===== src/rtl/booth_seq_multiplier.sv =====
// Sequential radix-2 Booth multiplier: one Booth step per clock, WIDTH+1 steps per product.
// Signed or unsigned operands are selected per operation; start/busy/done handshake.
module booth_seq_multiplier #(
    parameter int WIDTH = 8
) (
    input  logic                 clk,
    input  logic                 rst_n,
    input  logic                 start,
    input  logic                 is_signed,
    input  logic [WIDTH-1:0]     ina,
    input  logic [WIDTH-1:0]     inb,
    output logic                 busy,
    output logic                 done,
    output logic [2*WIDTH-1:0]   out
);

    localparam int              CW        = $clog2(WIDTH + 1);
    localparam logic [CW-1:0]   LAST_STEP = CW'(WIDTH);

    localparam logic [0:0] ST_IDLE = 1'b0;
    localparam logic [0:0] ST_RUN  = 1'b1;

    logic [0:0]           state_q,  state_d;
    logic [CW-1:0]        cnt_q,    cnt_d;
    logic                 done_q,   done_d;
    logic [2*WIDTH-1:0]   out_q,    out_d;
    logic [WIDTH+1:0]     acc_q,    acc_d;
    logic [WIDTH:0]       mul_q,    mul_d;
    logic                 qm1_q,    qm1_d;
    logic [WIDTH:0]       mcand_q,  mcand_d;

    logic [WIDTH:0]       ext_a;
    logic [WIDTH:0]       ext_b;
    logic [WIDTH+1:0]     mcand_wide;
    logic [WIDTH+1:0]     acc_sum;
    logic [WIDTH+1:0]     acc_shift;
    logic [WIDTH:0]       mul_shift;
    logic [2*WIDTH+2:0]   product;

    // Both operands become (WIDTH+1)-bit signed values, so one signed Booth
    // datapath covers the unsigned mode as well.
    assign ext_a = {is_signed & ina[WIDTH-1], ina};
    assign ext_b = {is_signed & inb[WIDTH-1], inb};

    assign mcand_wide = {mcand_q[WIDTH], mcand_q};

    always_comb begin
        case ({mul_q[0], qm1_q})
            2'b01:   acc_sum = acc_q + mcand_wide;
            2'b10:   acc_sum = acc_q - mcand_wide;
            default: acc_sum = acc_q;
        endcase
    end

    // Arithmetic right shift of {acc, multiplier, q_-1} after the add/subtract.
    assign acc_shift = {acc_sum[WIDTH+1], acc_sum[WIDTH+1:1]};
    assign mul_shift = {acc_sum[0], mul_q[WIDTH:1]};
    assign product   = {acc_shift, mul_shift};

    // NOTE: every _d gets a default first, so no path through this block can infer a latch.
    always_comb begin
        state_d = state_q;
        cnt_d   = cnt_q;
        done_d  = 1'b0;
        out_d   = out_q;
        acc_d   = acc_q;
        mul_d   = mul_q;
        qm1_d   = qm1_q;
        mcand_d = mcand_q;

        case (state_q)
            ST_IDLE: begin
                if (start) begin
                    mcand_d = ext_a;
                    mul_d   = ext_b;
                    acc_d   = '0;
                    qm1_d   = 1'b0;
                    cnt_d   = '0;
                    state_d = ST_RUN;
                end
            end
            ST_RUN: begin
                acc_d = acc_shift;
                mul_d = mul_shift;
                qm1_d = mul_q[0];
                cnt_d = cnt_q + 1'b1;
                if (cnt_q == LAST_STEP) begin
                    state_d = ST_IDLE;
                    done_d  = 1'b1;
                    out_d   = product[2*WIDTH-1:0];
                end
            end
            default: state_d = ST_IDLE;
        endcase
    end

    // NOTE: non-blocking assignments here so every flop samples pre-edge values.
    always_ff @(posedge clk) begin
        if (!rst_n) begin
            state_q <= ST_IDLE;
            cnt_q   <= '0;
            done_q  <= 1'b0;
            out_q   <= '0;
        end else begin
            state_q <= state_d;
            cnt_q   <= cnt_d;
            done_q  <= done_d;
            out_q   <= out_d;
        end
    end

    // NOTE: datapath registers are left unreset; they are always loaded on start before use.
    always_ff @(posedge clk) begin
        acc_q   <= acc_d;
        mul_q   <= mul_d;
        qm1_q   <= qm1_d;
        mcand_q <= mcand_d;
    end

    assign busy = (state_q == ST_RUN);
    assign done = done_q;
    assign out  = out_q;

endmodule

===== config.mk =====
export PLATFORM = sky130hd
export DESIGN_NAME = booth_seq_multiplier
export DESIGN_NICKNAME = d
export VERILOG_FILES = /design/src/rtl/booth_seq_multiplier.sv
export SDC_FILE = /design/constraint.sdc
export NUM_CORES = 1
export LEC_CHECK = 0
export CAP_MARGIN = 30
export CELL_PAD_IN_SITES_DETAIL_PLACEMENT = 0
export CELL_PAD_IN_SITES_GLOBAL_PLACEMENT = 1
export CORE_MARGIN = 3
export CORE_UTILIZATION = 45
export DETAILED_ROUTE_END_ITERATION = 10
export PLACE_DENSITY_LB_ADDON = 0.1
export SETUP_SLACK_MARGIN = 0.5
export SYNTH_ARGS = -nofsm -noshare
export SYNTH_HDL_FRONTEND = slang
export SYNTH_SLANG_ARGS = --single-unit

===== constraint.sdc =====
create_clock -name clk -period 4.78 [get_ports clk]
set_input_delay 0.478 -clock clk [delete_from_list [all_inputs] [get_ports clk]]
set_output_delay 0.478 -clock clk [all_outputs]
set_load 0.1 [all_outputs]

==> summary.md, run 1 <==
| Metric | Value |
|---|---|
| Status | `finished, final reports clean` |
| Top cells by area, synth | `edfxtp_1 34%, dfxtp_1 18%, ha_1 6.5%` |
| PwrDens | `roughly 360 nW/µm²` |
| H-tree Lvls | `2` |
| CTS Sinks | `50` |
| Die height | `between 80 and 90 µm` |
| Final TNS setup | `0 ps` |
| Final min period | `2750 ps` |
| Worst hold path depth | `2` |
| Design Area, Final | `between 3000 and 4000 µm²` |
| Initial antenna violation count | `0` |
| Antenna cells | `0` |
| Final worst path period share | `0.5754` |
| Area leader, netlist | `edfxtp_1` |
| Slew Viols, Final | `0` |
| VDD IR max | `183.0 µV` |
| Post-synth EDFFs | `28` |
| Gate Count Post-Synth | `roughly 230` |
| Die Width | `slightly above 80 µm` |
| GR peak layer | `met2` |
| Hold buffer count at cts | `0` |
| Slew of the pin with the lowest slew margin | `approximately 980 ps` |
| Post-Syn Area | `between 2000 and 3000 µm²` |
| Detailed Route Iter0 Violations | `68` |
| Buffers on Ports | `37` |
| Num CTS Buffers | `5` |
| Area fraction of the dominant cell type after synthesis | `0.3352` |
| RSZ-0062 raised after global routing | `false` |
| Hold Vio Cnt, Final | `0` |
| CTS tree | `done` |
| Vias in the first global route | `roughly 1700` |
| Post_cts resized | `0` |
| Critical Path End Type | `flip-flop` |
| Area growth, synth to finish | `22.00%` |
| I/O pins | `38` |
| Hold_sp | `out[15]$_SDFFE_PN0P_` |
| Slew margin rel. | `0.3419` |
| DRT Pass-1 Iters | `4` |
| Crit-path max FO | `9` |
| Skew-Pair Late Insertion Delay | `slightly above 300 ps` |
| Layout Skew | `between 8 and 9 ps` |
| Worst hold-check path type | `reg2reg` |
| Pleak | `roughly 1.2 nW` |
| Cell area after placement | `a little under 3000 µm²` |
| Startpoint Class | `flip-flop` |
| Post-CTS Setup Inserts | `0` |
| CORE AREA | `5238 µm²` |
| Share of post-route cells with drive strength above 1 | `0.09701` |
| Reg-to-Reg Start | `qm1_q$_SDFFCE_PN0P_` |
| Root buffer cell | `clkbuf_8` |
| Met1 Use GR | `0.2336` |
| Seq/Total Area, Yosys | `0.5107` |
| Vias | `~1700` |
| Routed Antenna Nets | `0` |
| Drt total wl | `roughly 5 mm` |
| Maxcap violations | `0` |
| Top post-synthesis cells by count | `28 x edfxtp_1, 22 x dfxtp_1, 18 x nand2_1` |
| Final-layout fill cell count | `roughly 480` |
| Critical Path AT | `2820 ps` |
| Site Rows | `26` |
| Register area | `1281 µm²` |
| Avg Cell Area, Syn | `between 10 and 15 µm²` |
| YS warnings | `0` |
| R2R cell count | `10` |
| Hold path endpoint | `out[15]$_SDFFE_PN0P_` |
| Worst Setup Path Type | `reg2reg` |
| Gr ovfl total | `0` |
| RR Endpoint | `acc_q[6]$_SDFFCE_PN0P_` |
| Routed vias/inst | `roughly 5.2` |
| Final setup fails | `0` |
| First-pass GRT wire length | `approximately 8.4 mm` |
| Post-layout nets | `around 300` |
| Die area | `about 6500 µm²` |
| GRT Overall Usage | `0.1714` |
| Starting Density | `0.4790` |
| Met3 Usage GRT | `0.04148` |
| Critical Path RT | `~4900 ps` |
| Synth cell types | `38` |
| CTS clk-pin slew, worst paths | `around 100 ps` |
| Placer Congestion | `around 0.85` |
| Largest net degree at the start of global routing | `28` |
| Syn_nets | `263` |
| Clk buf depth | `2` |
| Flop-to-flop setup slack | `2030 ps` |
| Multi-input gate area in the final layout | `approximately 1100 µm²` |
| Top_reg_cell synth | `edfxtp_1` |
| DP HPWL | `approximately 3.7 mm` |
| Async S/R FF share, synth | `0` |
| Leading cell type by number of instances after synthesis | `edfxtp_1` |
| Grt met2 use | `0.2699` |
| Wire per inst | `around 15 µm` |
| DRC | `0` |
| Fmax | `~360 MHz` |
| Synth Register Bits | `50` |
layer usage:
metal / vias up / wire (µm)
met1: 818 / 2488
met2: 26 / 2399
met4: 0 / 48
met3: 5 / 178
met5: - / 0
li1: 896 / -
per-stage QoR:
step | instances | worst slack [ps] | util | total power [mW] | hold slack, ps
2_1_floorplan | 229 | 2177 | - | 0.7313 | 461.9
3_3_place_gp | 330 | 2072 | 0.5621 | 0.8006 | 456.6
3_5_place_dp | 330 | 2030 | 0.5621 | 0.7994 | 457.6
4_1_cts | 338 | 2013 | 0.5843 | 1.115 | 475.7
5_1_grt | 338 | 1770 | 0.5843 | 1.166 | 502.0
6_report | 338 | 2030 | 0.5843 | 1.104 | 471.7
worst max-delay path, stage by stage, from the launching register on:
cell and delay (ps):
edfxtp_1 370, inv_1 60, ha_1 350, mux2i_1 340
ha_1 280, nor2b_1 140, o2111ai_1 290, a21oi_1 130
or3_1 340, a21oi_2 160, nor3_1 60
kinds of logic (layout without fill, tap and decap cells):
group / Yosys count / in the layout / synth area share
and+or+nand+nor: 65 / 65 / 0.1347
AOI/OAI and AO/OA: 52 / 52 / 0.1446
DFF: 50 / 50 / 0.5107
buffers and inverters: 22 / 61 / 0.03591
adders and majority gates: 14 / 14 / 0.07282
xor gates and xnor gates: 13 / 13 / 0.04539
muxes: 13 / 13 / 0.05586
report_power, final:
part           internal (mW)  total [mW]  switching [mW]  leakage (nW)
logic                  0.127       0.279           0.152         0.644
registers              0.490       0.511          0.0201         0.462
clock network          0.160       0.315           0.155        0.0606
total                  0.777        1.10           0.327          1.17
how the worst max path moves through the flow:
stage / start / end / depth (start not counted)
floorplan: mcand_q[2]$_DFFE_PP_ / acc_q[6]$_SDFFCE_PN0P_ / 10
global placement: mcand_q[1]$_DFFE_PP_ / acc_q[6]$_SDFFCE_PN0P_ / 10
detailed placement: qm1_q$_SDFFCE_PN0P_ / acc_q[6]$_SDFFCE_PN0P_ / 10
CTS: qm1_q$_SDFFCE_PN0P_ / acc_q[6]$_SDFFCE_PN0P_ / 10
global route: qm1_q$_SDFFCE_PN0P_ / acc_q[6]$_SDFFCE_PN0P_ / 10
finish: qm1_q$_SDFFCE_PN0P_ / acc_q[6]$_SDFFCE_PN0P_ / 10
area by class of cell:
type                    count  area share
clock inverters             3     0.01554
repair buffers             39      0.1259
inverters                  14     0.01717
well taps                  70     0.02862
clock buffers               5     0.02249
flip-flops and latches     50      0.4186
multi-input cells         157      0.3716
layout by cell type (no fill, tap or decap), types with 3 or more instances in the layout:
| master | Yosys | layout |
|---|---|---|
| mux2_2 | 8 | 8 |
| a22o_1 | 12 | 12 |
| nand2b_1 | 3 | 3 |
| nor2b_1 | 8 | 8 |
| and2_1 | 7 | 7 |
| nor3_1 | 5 | 5 |
| ha_1 | 13 | 13 |
| a21oi_1 | 10 | 10 |
| clkdlybuf4s50_1 | 0 | 37 |
| o21ai_0 | 13 | 13 |
| nor2_1 | 14 | 14 |
| mux2i_1 | 5 | 5 |
| dfxtp_1 | 22 | 22 |
| edfxtp_1 | 28 | 28 |
| inv_1 | 14 | 14 |
| clkbuf_8 | 0 | 5 |
| nand2_1 | 18 | 18 |
| xnor2_1 | 13 | 13 |
| a21oi_2 | 3 | 3 |
flip-flops by register name (all words and copies together) (netlist names):
signal / flops
acc_q: 9
busy: 1
cnt_q: 4
done: 1
mcand_q: 9
mul_q: 9
out: 16
qm1_q: 1
Note: power is estimated with default switching activity, not from simulation.
==> inputs of run 2 (changes only) <==
Settings changed: CORE_UTILIZATION 45 to 42.
Clock period 4.78 ns to 2.7 ns, I/O delays scaled along.
==> run 2 against run 1 <==
Net effect: register-to-register slack worse by 2000 ps; clock power up 67%; hold slack worse by 12 ps; first-iteration DRC count up 19%; combinational power rose to 2.7 times the previous value; fmax up 3.0%; worst setup slack worse by 2000 ps; count of clock-buffer cells in the layout up 1; total power up 98%; flip-flop and latch count unchanged; via count up 5.2%; die area up 6.6%; critical path type unchanged; critical endpoint unchanged.
==> summary.md, run 2 (synthesis gave the netlist of run 1 again) <==
| Metric | Value |
|---|---|
| Num CTS Buffers | `5 (unchanged)` |
| DRC | `0 (unchanged)` |
| CP max stage delay | `420 ps (+50 ps)` |
| Finished Layout Cells | `361 (+6.8%)` |
| Post-layout nets | `322 (+7.0%)` |
| Vias | `1836 (+5.2%)` |
| Most frequent cells in the layout | `35 x buf_4, 28 x edfxtp_1, 22 x dfxtp_1` |
| I/O pins | `38 (unchanged)` |
| Final core utilization | `0.5979 (+0.01359)` |
| Pleak | `1.368 nW (+17%)` |
| Area growth, synth to finish | `34.46%` |
| WP buf/inv | `0 (-1)` |
| Wire per inst | `15.35 µm (+1.4%)` |
| Layout Skew | `7.502 ps (-1.337 ps)` |
| Clk buf depth | `2 (unchanged)` |
| VDD IR max | `413.8 µV (+130%)` |
| Total power | `2.187 mW (+98%)` |
| Slew Viols, Final | `0 (unchanged)` |
| GRT Overall Usage | `0.1637 (-0.007699)` |
| Hold Vio Cnt, Final | `0 (unchanged)` |
| Final min period | `2671 ps (-79.46 ps)` |
| Vias in the first global route | `1878 (+12%)` |
| Slew margin rel. | `0.7375 (+0.3956)` |
| Starting Density | `0.4447 (-0.03431)` |
| Worst Setup Path Type | `reg2reg` |
| Die Width | `83.29 µm (+3.2%)` |
| RSZ-0062 raised after global routing | `true` |
| Worst-path cell chain | `or3_4 > nor2b_4 > xnor2_2 > ha_1 > a21o_1 > a21oi_4 > a21oi_2 > or3_1 > a21oi_2 > nor3_1` |
| DRT Pass-1 Iters | `4 (unchanged)` |
| Detailed Route Iter0 Violations | `81 (+19%)` |
| Share of post-route cells with drive strength above 1 | `0.3183 (+0.2213)` |
| Fmax | `374.4 MHz (+3.0%)` |
| Drt total wl | `5.540 mm (+8.3%)` |
| Worst hold path depth | `2 (unchanged)` |
| Max FFs per register | `16 (unchanged)` |
| Die area | `6936 µm² (+6.6%)` |
| PwrDens | `648.3 nW/µm² (+80%)` |
| Gr ovfl total | `0 (unchanged)` |
| Final-layout fill cell count | `492 (+1.9%)` |
| Critical Path End Type | `flip-flop` |
| Critical Path AT | `2740 ps (-80 ps)` |
| Root buffer cell | `clkbuf_8` |
| Routed vias/inst | `5.086 (-1.5%)` |
| Maxcap violations | `0 (unchanged)` |
| Routed Antenna Nets | `0 (unchanged)` |
| Startpoint Class | `flip-flop` |
| Slowest CP cell | `edfxtp_1` |
| CP top delay family | `simple AND/OR/NAND/NOR gates` |
| Placer Congestion | `0.8606 (+1.3%)` |
| Crit. path cell count | `10 (unchanged)` |
| CORE AREA | `5642 µm² (+7.7%)` |
| CTS Sinks | `50 (unchanged)` |
| Dpl cells | `340 (+3.0%)` |
| Critical Path RT | `2770 ps (-2080 ps)` |
| Hold buffer count at cts | `0 (unchanged)` |
| Final setup fails | `0 (unchanged)` |
| H-tree Lvls | `2 (unchanged)` |
| CP dominant cell by count | `a21oi_2` |
| Die height | `83.29 µm (+3.2%)` |
| Most common cell after layout, fill and taps aside | `buf_4` |
| Site Rows | `27 (+3.8%)` |
| Status | `finished, final reports clean` |
| Initial antenna violation count | `0 (unchanged)` |
| First-pass GRT wire length | `9.149 mm (+8.7%)` |
| CTS tree | `done` |
| Antenna cells | `0 (unchanged)` |
| Worst hold-check path type | `reg2reg` |
| Largest net degree at the start of global routing | `18 (-36%)` |
| Buffers on Ports | `37 (unchanged)` |
| Crit-path max FO | `3 (-6)` |
| Final worst path period share | `0.9892 (+0.4138)` |
| DP HPWL | `3.878 mm (+4.0%)` |
| R2R cell count | `10 (unchanged)` |
| Slew of the pin with the lowest slew margin | `393.4 ps (-590.7 ps)` |
| CTS clk-pin slew, worst paths | `100 ps (about the same)` |
| Hold slack | `459.3 ps (-12.39 ps)` |
| Skew-Pair Late Insertion Delay | `320 ps (about the same)` |
==> run 2: changes by cell type in the layout (fill, tap and decap cells not counted), sizes merged <==
cell | before | now
clkbuf | 5 | 6
buf | 2 | 41
bufinv | 1 | 0
clkdlybuf4s50 | 37 | 19
==> run 2: worst min-delay path: cells and delay by family (launching register included) <==
kind,cells,cell delay [ps]
DFF,1,330
AOI/OAI and AO/OA,1,50
and+or+nand+nor,1,50
==> run 2: final cells by class <==
class / instances / area (µm²) / share of cell area
inverters: 14 / 52.55 / 0.01558
flip-flops and latches: 50 / 1281 / 0.3798
well taps: 72 / 90.09 / 0.02671
clock buffers: 6 / 93.84 / 0.02782
multi-input cells: 157 / 1318 / 0.3906
clock inverters: 2 / 17.52 / 0.005193
repair buffers: 60 / 520.5 / 0.1543
==> run 2: path summary, 6_finish.rpt <==
path	end	start	slack [ps]
hold reg to reg	out[12]$_SDFFE_PN0P_	out[12]$_SDFFE_PN0P_	460
setup / recovery	acc_q[6]$_SDFFCE_PN0P_	mcand_q[1]$_DFFE_PP_	30
setup reg to reg	acc_q[6]$_SDFFCE_PN0P_	mcand_q[1]$_DFFE_PP_	30
hold / removal	out[12]$_SDFFE_PN0P_	out[12]$_SDFFE_PN0P_	460
==> run 2: per-layer routing <==
layer  wire length, µm  GRT usage  vias to the layer above  part of all wire
met5                 0          0                        -                 0
met4                65    0.05052                        0             0.012
met3               179    0.03968                        6             0.032
met2              2827     0.2762                       27              0.51
met1              2467     0.2065                      872              0.45
li1                  -          -                      931                 -
==> run 2: timing repair <==
action	4_1_cts	5_1_grt
pin swaps	10	22
endpoints found under the setup margin	12	12
buffers inserted	8	5
resized for setup	22	21
cloned	0	0
==> run 2: stage by stage <==
step | setup WS (ps) | area (µm²) | setup TNS [ps]
floorplan | 146.6 | 2519 | 0
global placement | 26.19 | 2972 | 0
detailed placement | 1.636 | 2972 | 0
CTS | 91.08 | 3238 | 0
global route | -116.6 | 3373 | -333.3
finish | 29.04 | 3373 | 0
==> run 2: power by group <==
part,internal [mW],switching [mW],total [mW]
clock,0.246,0.280,0.526
sequential,0.868,0.0425,0.910
combinational,0.388,0.363,0.750
==> inputs of run 3 (changes only) <==
Settings changed: GPL_TIMING_DRIVEN set to 0, RECOVER_POWER set to 100, TNS_END_PERCENT set to 10.
==> run 3 against run 2 <==
Net effect: core utilization fell by 2.3 points; highest routed layer unchanged; clock power is 1% lower; cell count shrank 1.7%; hold slack better by 4.1 ps; count of clock-buffer cells in the layout did not move; total power decreased by 7.4%.
==> summary.md, run 3 (synthesis gave the netlist of run 1 again) <==
| Metric | Value |
|---|---|
| Worst-path cell chain | `or3_4 > nor2b_4 > xnor2_1 > ha_1 > a21o_1 > a21oi_4 > a21oi_2 > or3_1 > a21oi_2 > nor3_1` |
| Routed vias/inst | `5.127 (+0.80%)` |
| Antenna cells | `0 (unchanged)` |
| CTS Sinks | `50 (unchanged)` |
| Reg-to-Reg Start | `mcand_q[0]$_DFFE_PP_` |
| CP top delay family | `simple AND/OR/NAND/NOR gates` |
| Slew margin rel. | `0.3351 (-0.4024)` |
| CORE AREA | `5642 µm² (unchanged)` |
| Maxcap violations | `0 (unchanged)` |
| Final min period | `2674 ps (+3.424 ps)` |
| Critical Path End Type | `flip-flop` |
| Layout Skew | `4.974 ps (-2.528 ps)` |
| Drt total wl | `5.357 mm (-3.3%)` |
| GRT Overall Usage | `0.1540 (-0.009736)` |
| Critical path origin | `mcand_q[0]$_DFFE_PP_` |
| Die height | `83.29 µm (unchanged)` |
| Root buffer cell | `clkbuf_8` |
| PwrDens | `624.7 nW/µm² (-3.6%)` |
| Gr ovfl total | `0 (unchanged)` |
| Most frequent cells in the layout | `28 x edfxtp_1, 22 x dfxtp_1, 20 x clkdlybuf4s50_1` |
| Vias | `1820 (-0.87%)` |
| Int Pwr | `1.396 mW (-7.0%)` |
| Initial antenna violation count | `0 (unchanged)` |
| Hold Vio Cnt, Final | `0 (unchanged)` |
| First-pass GRT wire length | `8.700 mm (-4.9%)` |
| Status | `finished, final reports clean` |
| H-tree Lvls | `2 (unchanged)` |
| CP dominant cell by count | `a21oi_2` |
| VDD IR max | `368.3 µV (-11%)` |
| Skew-Pair Late Insertion Delay | `300 ps (-20 ps)` |
| Buffers on Ports | `37 (unchanged)` |
| Die area | `6936 µm² (unchanged)` |
| DRC | `0 (unchanged)` |
| Most common cell after layout, fill and taps aside | `edfxtp_1` |
| Startpoint Class | `flip-flop` |
| Post-layout nets | `316 (-1.9%)` |
| Setup WS post-layout | `25.62 ps (-3.424 ps)` |
| Largest net degree at the start of global routing | `21 (+3)` |
| Dpl ws | `-59.68 ps (-61.32 ps)` |
| Hold slack | `463.5 ps (+4.120 ps)` |
| I/O pins | `38 (unchanged)` |
| Die Width | `83.29 µm (unchanged)` |
| Placer Congestion | `0.8528 (-0.91%)` |
| Final core utilization | `0.5749 (-0.02307)` |
| CTS tree | `done` |
| WP buf/inv | `0 (unchanged)` |
| DRT Pass-1 Iters | `4 (unchanged)` |
| Routed Antenna Nets | `0 (unchanged)` |
| Share of post-route cells with drive strength above 1 | `0.1767 (-0.1417)` |
| CTS clk-pin slew, worst paths | `100 ps (about the same)` |
| Critical Path AT | `2730 ps (about the same)` |
| Worst Setup Path Type | `reg2reg` |
| Critical Path RT | `2750 ps (-20 ps)` |
| Seq pwr share | `0.446 (+0.030)` |
| Site Rows | `27 (unchanged)` |
| RSZ-0062 raised after global routing | `true` |
| Worst hold-check path type | `reg2reg` |
| DP HPWL | `3.848 mm (-0.77%)` |
| Finished Layout Cells | `355 (-1.7%)` |
| Final-layout fill cell count | `501 (+1.8%)` |
| Slew Viols, Final | `0 (unchanged)` |
| Gate power share | `0.298 (-0.045)` |
| Slew of the pin with the lowest slew margin | `994.3 ps (+600.9 ps)` |
| Pleak | `1.268 nW (-7.2%)` |
| Final worst path period share | `0.9905 (+0.001268)` |
| Detailed Route Iter0 Violations | `57 (-30%)` |
| Hold_sp | `out[9]$_SDFFE_PN0P_` |
| Clk buf depth | `2 (unchanged)` |
| Sw power | `629.6 µW (-8.1%)` |
| Fmax | `373.9 MHz (-0.13%)` |
| Flop-to-flop setup slack | `30 ps (about the same)` |
| CP max stage delay | `430 ps (about the same)` |
| Slowest CP cell | `edfxtp_1` |
| Crit-path max FO | `3 (unchanged)` |
| Dpl cells | `338 (-0.59%)` |
| Max FFs per register | `16 (unchanged)` |
| Wire per inst | `15.09 µm (-1.7%)` |
| Area growth, synth to finish | `29.28%` |
| Sw Ratio | `0.3108 (-0.002532)` |
| Vias in the first global route | `1834 (-2.3%)` |
| Final TNS setup | `0 ps (unchanged)` |
| Starting Density | `0.4447 (unchanged)` |
| Final setup fails | `0 (unchanged)` |
| Clock power frac | `0.256 (+0.015)` |
| Num CTS Buffers | `5 (unchanged)` |
==> run 3: changes by cell type in the layout (fill, tap and decap cells not counted), moves of 3 or more <==
cell | before | now
dlygate4sd3_1 | 0 | 17
buf_4 | 35 | 9
ha_4 | 3 | 0
ha_1 | 9 | 13
xnor2_1 | 9 | 13
clkbuf_1 | 0 | 5
o21ai_1 | 5 | 2
buf_6 | 6 | 1
xnor2_2 | 4 | 0
o21ai_0 | 7 | 11
==> run 3: what timing repair did <==
action | in CTS | in global routing
setup buffers | 7 | 2
pin swaps | 6 | 8
gates resized for setup | 6 | 17
hold buffers | 0 | 0
endpoints found under the setup margin | 13 | 13
==> run 3: final timing paths <==
check,endpoint,cells past startpoint
worst min register to register,out[9]$_SDFFE_PN0P_,2
worst max register to register,acc_q[6]$_SDFFCE_PN0P_,10
worst min-delay path,out[9]$_SDFFE_PN0P_,2
worst max-delay path,acc_q[6]$_SDFFCE_PN0P_,10
==> run 3: cell type report <==
class / count / area, µm² / area share
inverter: 14 / 52.55 / 0.01620
tap: 72 / 90.09 / 0.02778
clock inverter: 2 / 18.77 / 0.005787
sequential: 50 / 1281 / 0.3951
clock buffer: 6 / 93.84 / 0.02894
multi-input combinational: 157 / 1229 / 0.3789
buffer: 8 / 36.28 / 0.01119
timing repair buffer: 46 / 441.7 / 0.1362
==> run 3: through the flow <==
step	cell area [µm²]	power, mW
final	3243	2.026
after global routing	3243	2.139
after CTS	3162	1.989
after detailed placement	2969	1.423
after global placement	2969	1.421
after floorplan	2509	1.294
==> run 3: metal layers <==
metal / vias to the layer above / wire (µm) / GRT usage
met5: - / 0 / 0
met4: 0 / 23 / 0.04012
met3: 2 / 121 / 0.03373
met2: 25 / 2602 / 0.2500
met1: 873 / 2609 / 0.2078
li1: 920 / - / -
==> run 3: power groups by stage <==
stage	logic (mW)	clock network, mW	registers (mW)
2_1_floorplan	0.379	0	0.916
3_3_place_gp	0.500	0	0.921
3_5_place_dp	0.501	0	0.922
4_1_cts	0.551	0.533	0.905
5_1_grt	0.668	0.560	0.911
6_report	0.603	0.519	0.904
==> run 3: worst reg2reg max path: stages, from the launching register on <==
cell and delay, ps:
edfxtp_1 430, or3_4 430, nor2b_4 140, xnor2_1 120, ha_1 310, a21o_1 210
a21oi_4 170, a21oi_2 80, or3_1 330, a21oi_2 140, nor3_1 70
